## src/rtl/vga_framebuffer_arbiter.sv

```systemverilog
// Two-port Avalon-MM arbiter in front of a single-port frame buffer memory:
// pxl has priority, pro is guarded against starvation, reads are routed back in order.
module vga_framebuffer_arbiter #(
  parameter int AVN_AW         = 18,
  parameter int AVN_DW         = 16,
  parameter int MAX_OUTST      = 4,
  parameter int PXL_MAX_CONSEC = 8
) (
  input  logic                sys_clk,
  input  logic                sys_rst,
  input  logic                pro_avn_read,
  input  logic                pro_avn_write,
  input  logic [AVN_AW-1:0]   pro_avn_address,
  input  logic [AVN_DW-1:0]   pro_avn_writedata,
  input  logic [AVN_DW/8-1:0] pro_avn_byteenable,
  output logic [AVN_DW-1:0]   pro_avn_readdata,
  output logic                pro_avn_readdatavalid,
  output logic                pro_avn_waitrequest,
  input  logic                pxl_avn_read,
  input  logic                pxl_avn_write,
  input  logic [AVN_AW-1:0]   pxl_avn_address,
  input  logic [AVN_DW-1:0]   pxl_avn_writedata,
  input  logic [AVN_DW/8-1:0] pxl_avn_byteenable,
  output logic [AVN_DW-1:0]   pxl_avn_readdata,
  output logic                pxl_avn_readdatavalid,
  output logic                pxl_avn_waitrequest,
  output logic                mem_avn_read,
  output logic                mem_avn_write,
  output logic [AVN_AW-1:0]   mem_avn_address,
  output logic [AVN_DW-1:0]   mem_avn_writedata,
  output logic [AVN_DW/8-1:0] mem_avn_byteenable,
  input  logic [AVN_DW-1:0]   mem_avn_readdata,
  input  logic                mem_avn_readdatavalid,
  input  logic                mem_avn_waitrequest,
  output logic                err_rdv_unexp
);
  localparam int PW = $clog2(MAX_OUTST);
  localparam int CW = PW + 1;
  localparam int SW = $clog2(PXL_MAX_CONSEC + 1);
  localparam logic [CW-1:0] MAX_CNT = CW'(MAX_OUTST);
  localparam logic [SW-1:0] MAX_STV = SW'(PXL_MAX_CONSEC);
  localparam logic ID_PRO = 1'b0;
  localparam logic ID_PXL = 1'b1;

  logic                 lock_q, lock_d, lock_id_q, lock_id_d;
  logic [SW-1:0]        starve_q, starve_d;
  logic [MAX_OUTST-1:0] id_fifo_q;
  logic [PW-1:0]        wr_ptr_q, rd_ptr_q;
  logic [CW-1:0]        cnt_q, cnt_d;
  logic                 err_q;

  // A port driving read and write together is treated as writing.
  logic pro_wr, pro_rd, pxl_wr, pxl_rd, room, pro_elig, pxl_elig;
  assign pro_wr   = pro_avn_write;
  assign pro_rd   = pro_avn_read & ~pro_avn_write;
  assign pxl_wr   = pxl_avn_write;
  assign pxl_rd   = pxl_avn_read & ~pxl_avn_write;
  assign room     = cnt_q < MAX_CNT;
  assign pro_elig = pro_wr | (pro_rd & room);
  assign pxl_elig = pxl_wr | (pxl_rd & room);

  logic gnt_vld, gnt_id;
  always_comb begin
    gnt_vld = 1'b0;
    gnt_id  = ID_PRO;
    if (sys_rst) begin
      gnt_vld = 1'b0;
    end else if (lock_q) begin
      gnt_vld = 1'b1;
      gnt_id  = lock_id_q;
    end else if (pxl_elig && (starve_q < MAX_STV || !pro_elig)) begin
      gnt_vld = 1'b1;
      gnt_id  = ID_PXL;
    end else if (pro_elig) begin
      gnt_vld = 1'b1;
      gnt_id  = ID_PRO;
    end
  end

  always_comb begin
    mem_avn_read       = 1'b0;
    mem_avn_write      = 1'b0;
    mem_avn_address    = '0;
    mem_avn_writedata  = '0;
    mem_avn_byteenable = '0;
    if (gnt_vld) begin
      if (gnt_id == ID_PXL) begin
        mem_avn_read       = pxl_rd;
        mem_avn_write      = pxl_wr;
        mem_avn_address    = pxl_avn_address;
        mem_avn_writedata  = pxl_avn_writedata;
        mem_avn_byteenable = pxl_avn_byteenable;
      end else begin
        mem_avn_read       = pro_rd;
        mem_avn_write      = pro_wr;
        mem_avn_address    = pro_avn_address;
        mem_avn_writedata  = pro_avn_writedata;
        mem_avn_byteenable = pro_avn_byteenable;
      end
    end
  end

  logic mem_req, mem_fire, push, pop, head;
  assign mem_req  = mem_avn_read | mem_avn_write;
  assign mem_fire = mem_req & ~mem_avn_waitrequest;
  assign push     = mem_fire & mem_avn_read;
  assign pop      = mem_avn_readdatavalid & (cnt_q != '0) & ~sys_rst;
  assign head     = id_fifo_q[rd_ptr_q];

  assign pro_avn_waitrequest   = ~(gnt_vld & (gnt_id == ID_PRO)) | mem_avn_waitrequest;
  assign pxl_avn_waitrequest   = ~(gnt_vld & (gnt_id == ID_PXL)) | mem_avn_waitrequest;
  assign pro_avn_readdata      = mem_avn_readdata;
  assign pxl_avn_readdata      = mem_avn_readdata;
  assign pro_avn_readdatavalid = pop & (head == ID_PRO);
  assign pxl_avn_readdatavalid = pop & (head == ID_PXL);
  assign err_rdv_unexp         = err_q;

  // A stalled request pins the grant until the memory accepts it.
  always_comb begin
    lock_d    = mem_req & mem_avn_waitrequest;
    lock_id_d = lock_d ? gnt_id : lock_id_q;
    starve_d  = starve_q;
    if (!(pro_avn_read | pro_avn_write))
      starve_d = '0;
    else if (mem_fire && gnt_id == ID_PRO)
      starve_d = '0;
    else if (mem_fire && gnt_id == ID_PXL && starve_q != MAX_STV)
      starve_d = starve_q + 1'b1;
    cnt_d = cnt_q;
    if (push && !pop)
      cnt_d = cnt_q + 1'b1;
    else if (pop && !push)
      cnt_d = cnt_q - 1'b1;
  end

  always_ff @(posedge sys_clk or posedge sys_rst) begin
    if (sys_rst) begin
      lock_q    <= 1'b0;
      lock_id_q <= ID_PRO;
      starve_q  <= '0;
      id_fifo_q <= '0;
      wr_ptr_q  <= '0;
      rd_ptr_q  <= '0;
      cnt_q     <= '0;
      err_q     <= 1'b0;
    end else begin
      lock_q    <= lock_d;
      lock_id_q <= lock_id_d;
      starve_q  <= starve_d;
      cnt_q     <= cnt_d;
      if (push) begin
        id_fifo_q[wr_ptr_q] <= gnt_id;
        wr_ptr_q            <= wr_ptr_q + 1'b1;
      end
      if (pop)
        rd_ptr_q <= rd_ptr_q + 1'b1;
      if (mem_avn_readdatavalid && cnt_q == '0)
        err_q <= 1'b1;
    end
  end
endmodule

```

## config.mk

```make
export PLATFORM = sky130hd
export DESIGN_NAME = vga_framebuffer_arbiter
export DESIGN_NICKNAME = d
export VERILOG_FILES = /design/src/rtl/vga_framebuffer_arbiter.sv
export SDC_FILE = /design/constraint.sdc
export NUM_CORES = 1
export LEC_CHECK = 0
export BUFFER_PORTS_ARGS = -buffer_cell sky130_fd_sc_hd__buf_2
export CAP_MARGIN = 0
export CORE_ASPECT_RATIO = 1.75
export CORE_MARGIN = 5
export CORE_UTILIZATION = 41
export DETAILED_ROUTE_END_ITERATION = 10
export HOLD_SLACK_MARGIN = 0.08
export PLACE_DENSITY = 0.88
export SYNTH_ARGS = -nofsm -noshare
export SYNTH_HDL_FRONTEND = slang
export SYNTH_SLANG_ARGS = --single-unit
```

## constraint.sdc

```tcl
create_clock -name sys_clk -period 4.2 [get_ports sys_clk]
set_clock_uncertainty 0.15 [all_clocks]
set_input_delay 0.84 -clock sys_clk [delete_from_list [all_inputs] [get_ports sys_clk]]
set_output_delay 0.84 -clock sys_clk [all_outputs]
set_load 0.01 [all_outputs]
```

### Yosys cells after proc, flatten, opt, wreduce, memory -nomap -nowiden

Index checks and enable logic that the tools add are counted.

| operators by class | value |
|---|---|
| $lt $le $gt $ge | 5 |
| bitwise logic cells | 27 |
| add/sub/neg operators | 5 |
| mux-type cells | 27 |
| eq/ne operators | 2 |
| reductions and logical operators | 15 |

Operators by type and width:

| cell | number |
|---|---|
| two-way mux 18 bit | 2 |
| two-way mux 16 bit | 2 |
| bitwise AND 1 bit | 13 |
| two-way mux 1 bit | 13 |
| two-way mux 4 bit | 3 |
| logical AND 1 bit | 8 |
| NOT 1 bit | 8 |
| less-than comparator 2 x 3 -> 1 bit (second input constant) | 2 |
| two-way mux 3 bit | 2 |
| bitwise OR 1 bit | 6 |
| adder 2 x 1 -> 2 bit (second input constant) | 2 |
| adder 4 x 1 -> 4 bit (second input constant) | 1 |
| bitwise mux 4 bit | 1 |
| less-than comparator 4 bit (second input constant) | 1 |
| two-way mux 2 bit | 2 |
| inequality test 4 bit (second input constant) | 1 |
| adder 3 x 1 -> 3 bit (second input constant) | 1 |
| logical NOT 1 bit | 3 |
| logical NOT 3 bit | 1 |
| less-than comparator 3 bit (second input constant) | 1 |
| inequality test 3 x 1 -> 1 bit (second input constant) | 1 |
| nonzero test 3 bit | 1 |
| subtractor 3 x 1 -> 3 bit (second input constant) | 1 |
| binary-select mux 1 bit (select 2 bit) | 1 |
| 4 further kinds | 4 |

| storage, ports and cells | value |
|---|---|
| flip-flop bits (word level) | 18 |
| logic and storage cells | 89 |

### Depth between registers and ports, before layout

| depth | value |
|---|---|
| depth in word-level cells | 19 |
| gate-level depth with buffers | 12 |
| mapped depth without buffers | 11 |

### Worst setup path before layout

Ideal clock, no wire load.

| path | value |
|---|---|
| path type | input -> register |
| start point | input sys_rst |
| end point | register cnt_q[2] |
| data arrival time | 3186 ps |
| path slack | 785 ps |
| stages on the path | 12 |
| cells stage by stage | buf_2 > inv_1 > nand2_1 > o41ai_4 > a32o_2 > and2b_4 > ha_1 > inv_1 > fa_1 > xor2_1 > nor2_1 > xor2_1 |

| on the way | value |
|---|---|
| longest elaborated chain between the ends | 9 |
| elaborated cells on any way between the ends | 17 |
| classes of those cells | mux: 7; bitwise: 5; reduce/logical: 5 |

RTL lines:

| element | line | RTL |
|---|---|---|
| start: declaration | 10 | `input logic sys_rst,` |
| two-way mux 1 bit | 66 | `if (sys_rst) begin` |
| two-way mux 1 bit | 87 | `if (gnt_id == ID_PXL) begin` |
| two-way mux 1 bit * | 86 | `if (gnt_vld) begin` |
| named net mem_avn_read | 27 | `output logic mem_avn_read,` |
| bitwise OR 1 bit | 104 | `assign mem_req = mem_avn_read \| mem_avn_write;` |
| bitwise AND 1 bit | 105 | `assign mem_fire = mem_req & ~mem_avn_waitrequest;` |
| bitwise AND 1 bit * | 106 | `assign push = mem_fire & mem_avn_read;` |
| named net push | 103 | `logic mem_req, mem_fire, push, pop, head;` |
| logical NOT 1 bit | 132 | `else if (pop && !push)` |
| logical AND 1 bit | 132 |  |
| nonzero test 2 bit (no line) | n/a |  |
| end signal: assignment | 150 | `cnt_q <= cnt_d;` |
| end: declaration | 49 | `logic [CW-1:0] cnt_q, cnt_d;` |

Mark *: on every way through the listed nets, which the timed path passes. The rest lies on a longest branch.
A chain may end at the register's enable or synchronous reset.

### Final worst setup path

| path | value |
|---|---|
| start point | input pro_avn_read |
| end point | register cnt_q[2] |

| on the way | value |
|---|---|
| longest elaborated chain between the ends | 17 |
| elaborated cells on any way between the ends | 25 |
| classes of those cells | mux: 12; bitwise: 6; reduce/logical: 7 |

RTL lines:

| element | line | RTL |
|---|---|---|
| start: declaration | 11 | `input logic pro_avn_read,` |
| bitwise AND 1 bit * | 55 | `assign pro_rd = pro_avn_read & ~pro_avn_write;` |
| bitwise AND 1 bit | 59 | `assign pro_elig = pro_wr \| (pro_rd & room);` |
| bitwise OR 1 bit | 59 |  |
| logical NOT 1 bit | 71 | `end else if (pxl_elig && (starve_q < MAX_STV \|\| !pro_elig)) begin` |
| logical OR 1 bit | 71 |  |
| logical AND 1 bit | 71 |  |
| two-way mux 1 bit | 71 |  |
| two-way mux 1 bit | 68 | `end else if (lock_q) begin` |
| [2 not listed] | n/a |  |
| two-way mux 1 bit | 86 |  |
| bitwise OR 1 bit | 104 |  |
| bitwise AND 1 bit | 105 |  |
| bitwise AND 1 bit * | 106 |  |
| named net push | 103 |  |
| logical NOT 1 bit | 132 |  |
| logical AND 1 bit | 132 |  |
| nonzero test 2 bit (no line) | n/a |  |

Marked as above.

==> results by stage <==
Job:
- The number of violations of the max-capacitance limit is 0.

Logic synthesis:
- The number of different library cells used by synthesis comes to 45.
- The synthesized design spends more area on one cell type than any other, namely sky130_fd_sc_hd__dfrtp_1.
- The total number of yosys warnings is 0.
- Counting every instance in the synthesized netlist gives 218.
- The commonest cells after synthesis are sky130_fd_sc_hd__buf_4 (32), sky130_fd_sc_hd__nand2_1 (32), sky130_fd_sc_hd__a22o_1 (23), sky130_fd_sc_hd__dfrtp_1 (18), sky130_fd_sc_hd__a21oi_1 (16).
- The number of enable-type register cells in the synthesized netlist is 0.
- The post-synthesis net count is 322.
- The number of synthesized register bits is 18.
- The flip-flop cell with the highest count after synthesis is sky130_fd_sc_hd__dfrtp_1.
- In the post-synthesis netlist, the biggest area contributors are sky130_fd_sc_hd__dfrtp_1 (24%), sky130_fd_sc_hd__buf_4 (13%), sky130_fd_sc_hd__a22o_1 (11%), sky130_fd_sc_hd__nand2_1 (6.5%), sky130_fd_sc_hd__ha_1 (4.7%).
- The total standard cell area after synthesis is 1849 sq um.
- A synthesized cell averages 8.483 sq um.
- The async set-reset flop share out of synthesis is 100.0%.
- The register area share after synthesis is 24.36%.
- The share of Yosys cell area claimed by the top area cell type is 24.36%.

Detailed routing:
- The detail route stage leaves a number of antenna-violating nets equal to 0.
- After detailed routing, the number of vias per cell comes to 5.280.
- The violation count after the first detailed-routing iteration is 118.
- The total wire length is 6039 microns.
- In the routed design, unresolved DRC markers number 0.
- Dividing the detail-routed wire length by the instance count gives 17.11 microns.
- The pre-antenna-repair detailed-routing pass consisted of 5 iterations.
- For this block, the via count after detailed routing is 1,864.

Clocking:
- The clock tree from TritonCTS is yes.
- In this run, post-CTS repair resized a total of 0 instances.
- CTS placed an instance of sky130_fd_sc_hd__clkbuf_8 at the clock tree root.
- After clock tree synthesis, the clock-pin slew on the worst setup and hold paths is 0.06 ns.
- The tree built by TritonCTS fans out to 18 sinks.
- Counting along the longest clock path gives a buffer depth of 2.
- The total CTS buffers is 3.
- CTS built an H-tree with a depth of 1.
- After clock tree synthesis, the setup repair step added 0 buffers.
- The later pin in the worst-skew pair is clocked with a latency of 0.25 ns.
- The quantity of hold-fixing buffers added after cts is 0.

Setup path:
- The critical-path maximum fanout is 46.
- The kind of critical path is in -> reg.
- The endpoint type of the worst setup path is a register.
- The cell occurring most often along the worst timing path is sky130_fd_sc_hd__xor2_1.
- The endpoint required time on the critical path is 4.22 ns.
- The worst setup path is launched from an input port.
- In this design, the stage delay of the slowest critical-path cell is 0.51 ns.
- The critical path goes through buf_2, nor2b_1, o21ai_1, and2_4, a32o_2, and2b_4, ha_1, inv_1, fa_1, xor2_1, nor2_1, xor2_1.
- The arrival time reported for the critical path endpoint is 3.37 ns.
- The highest-delay cell along the critical path is sky130_fd_sc_hd__and2_4.

Layout:
- Across the whole layout, storage elements account for 450.4 sq um.
- The area of all placed cells without fillers is 2287 sq um.
- The area of combinational cells with multiple inputs is 1062 sq um.
- In the final design database the tool counted 407 nets.
- The synthesis-to-layout area growth is 23.68%.
- The post-route netlist has 46.84% of its cells at a drive strength greater than 1.
- The number of fillers in the final layout is 436.

STA:
- The final critical path time including I/O delays and setup is 3.350 ns.
- After layout, the worst path uses 79.77% of the clock period.
- Setup repair after global routing left no endpoint under its margin.
- Timing would allow up to 298.5 MHz.
- The normalized max-slew margin is 68.54%.
- The worst hold margin is 0.3098 ns.
- The worst-case setup margin in the final layout is 0.8497 ns.
- The final-report hold violation count is 0.
- The final-report max-slew violation count is 0.
- The measured slew at the worst slew-check pin is 0.4720 ns.
- The total of endpoints with negative setup slack in the final report is 0.
- The final sum of negative setup slack is 0 ns.

Global route:
- The number of antenna violations at the first check in global routing came to 2.
- The global-route congestion overflow total is 0.
- The pin count of the biggest net entering global routing is 47.
- The total global-route track usage is 19.35%.
- The number of global-route vias before repair is 1,855.
- The first global-routing pass estimated 8914 microns of wire.

Power and ir drop:
- IR analysis of the VDD net gives a maximum drop of 314.5 uV.
- Power comes to 849.0 uW.
- In this run the power density over the cells is 371.2 nW/um^2.
- In this run the static leakage power is 0.001267 uW.

Min path:
- The type of the tightest min-delay check is reg -> reg.

Floorplanning:
- In this run the standard cell core region covers 4404 sq um.
- The initial utilization of the core area, before any placement, comes to 41.99%.
- Measured along the y axis, the die boundary spans 98.84 microns.
- The total I/O pin count is 171.
- The area enclosed by the die boundary is 6006 sq um.
- The floorplan has 32 rows.
- The die is 60.77 microns wide.

Placed design:
- During placement, the flow inserted port buffers numbering 122.
- Prior to clock tree synthesis, the placed netlist has a worst setup slack of 0.5910 ns.
- The instance area after placement is 2243 sq um.
- The congestion estimate from routability-driven global placement came to 0.9384.
- The HPWL after detailed placement is 5094 microns.

Outcome:
- The flow ran to the end, and the final reports show no timing, DRC or antenna violations.
power breakdown:
part           switching [uW]  total [uW]  internal, uW  leakage, uW
Sequential               60.5         295           235     0.000225
Combinational             221         439           218      0.00102
Clock                    51.3         115          63.5    0.0000216
Total                     333         849           516      0.00127
area by class of cell:
class / instances / share of cell area, %
diodes: 1 / 0.1094
clock buffers: 3 / 1.805
inverters: 11 / 1.805
multi-input cells: 145 / 46.44
flip-flops and latches: 18 / 19.69
well taps: 51 / 2.790
repair buffers: 124 / 27.35
flip-flops by register name, indices dropped and copies added (netlist names):
name	flops
rd_ptr_q	2
starve_q	4
cnt_q	3
id_fifo_q	4
wr_ptr_q	2
lock_q	1
lock_id_q	1
err_rdv_unexp	1
metrics by stage:
| stage | std cells | util [%] |
|---|---|---|
| floorplan | 218 | - |
| global placement | 349 | 50.94 |
| detailed placement | 349 | 50.94 |
| CTS | 352 | 51.88 |
| global route | 352 | 51.88 |
| finish | 353 | 51.93 |
critical path: cells and delay by family:
family          cells  cell delay, ns
compound gates      2            0.53
xor+xnor            2            0.30
fa+ha+maj           2            0.57
buf+inv             2            0.18
simple gates        4            0.95
metal layers:
metal  wire [microns]  global-route usage [%]  share of wire (%)  vias to the layer above
met2             3041                   33.97                 50                      120
met1             2020                   20.70                 33                      830
met4              108                   5.342                1.8                        4
li1                 -                       -                  -                      890
met5               27                       0               0.45                        -
met3              841                   7.602                 14                       20
kinds of logic (layout without fill, tap and decap cells):
logic type / after synthesis / after routing / synth area share, %
DFF: 18 / 18 / 24.36
buffers and inverters: 55 / 138 / 18.20
xor gates and xnor gates: 6 / 6 / 2.842
AOI/OAI and AO/OA: 55 / 55 / 24.43
adders and majority gates: 8 / 8 / 5.819
muxes: 8 / 8 / 5.886
and+or+nand+nor: 68 / 68 / 18.47
other: 0 / 1 / 0
cells in the final DEF, fill, tap and decap left out, drive strengths merged, types with 2 or more instances in the layout:
cell | netlist | final
a21oi | 16 | 16
and3b | 4 | 4
dfrtp | 18 | 18
a211oi | 2 | 2
and2 | 2 | 2
nand2 | 32 | 32
nand3 | 5 | 5
a21boi | 2 | 2
ha | 7 | 7
a22o | 23 | 23
buf | 35 | 124
inv | 11 | 11
xor2 | 2 | 2
nand2b | 7 | 7
a31o | 2 | 2
xnor2 | 4 | 4
clkbuf | 9 | 3
and2b | 3 | 3
nor2 | 10 | 10
nor2b | 2 | 2
mux2 | 7 | 7
path summary, 6_finish.rpt:
kind	depth (start not counted)	end	startpoint	slack, ns
setup reg to reg	11	cnt_q[2]$_DFFE_PP0P_	lock_q$_DFF_PP0_	0.97
setup / recovery	12	cnt_q[2]$_DFFE_PP0P_	pro_avn_read	0.85
max in group asynchronous	3	rd_ptr_q[1]$_DFFE_PP0P_	sys_rst	3.15
hold reg to reg	1	err_rdv_unexp$_DFFE_PP0P_	err_rdv_unexp$_DFFE_PP0P_	0.31
hold / removal	1	err_rdv_unexp$_DFFE_PP0P_	err_rdv_unexp$_DFFE_PP0P_	0.31
min in group asynchronous	3	lock_q$_DFF_PP0_	sys_rst	0.54
(Power assumes the default switching activity.)
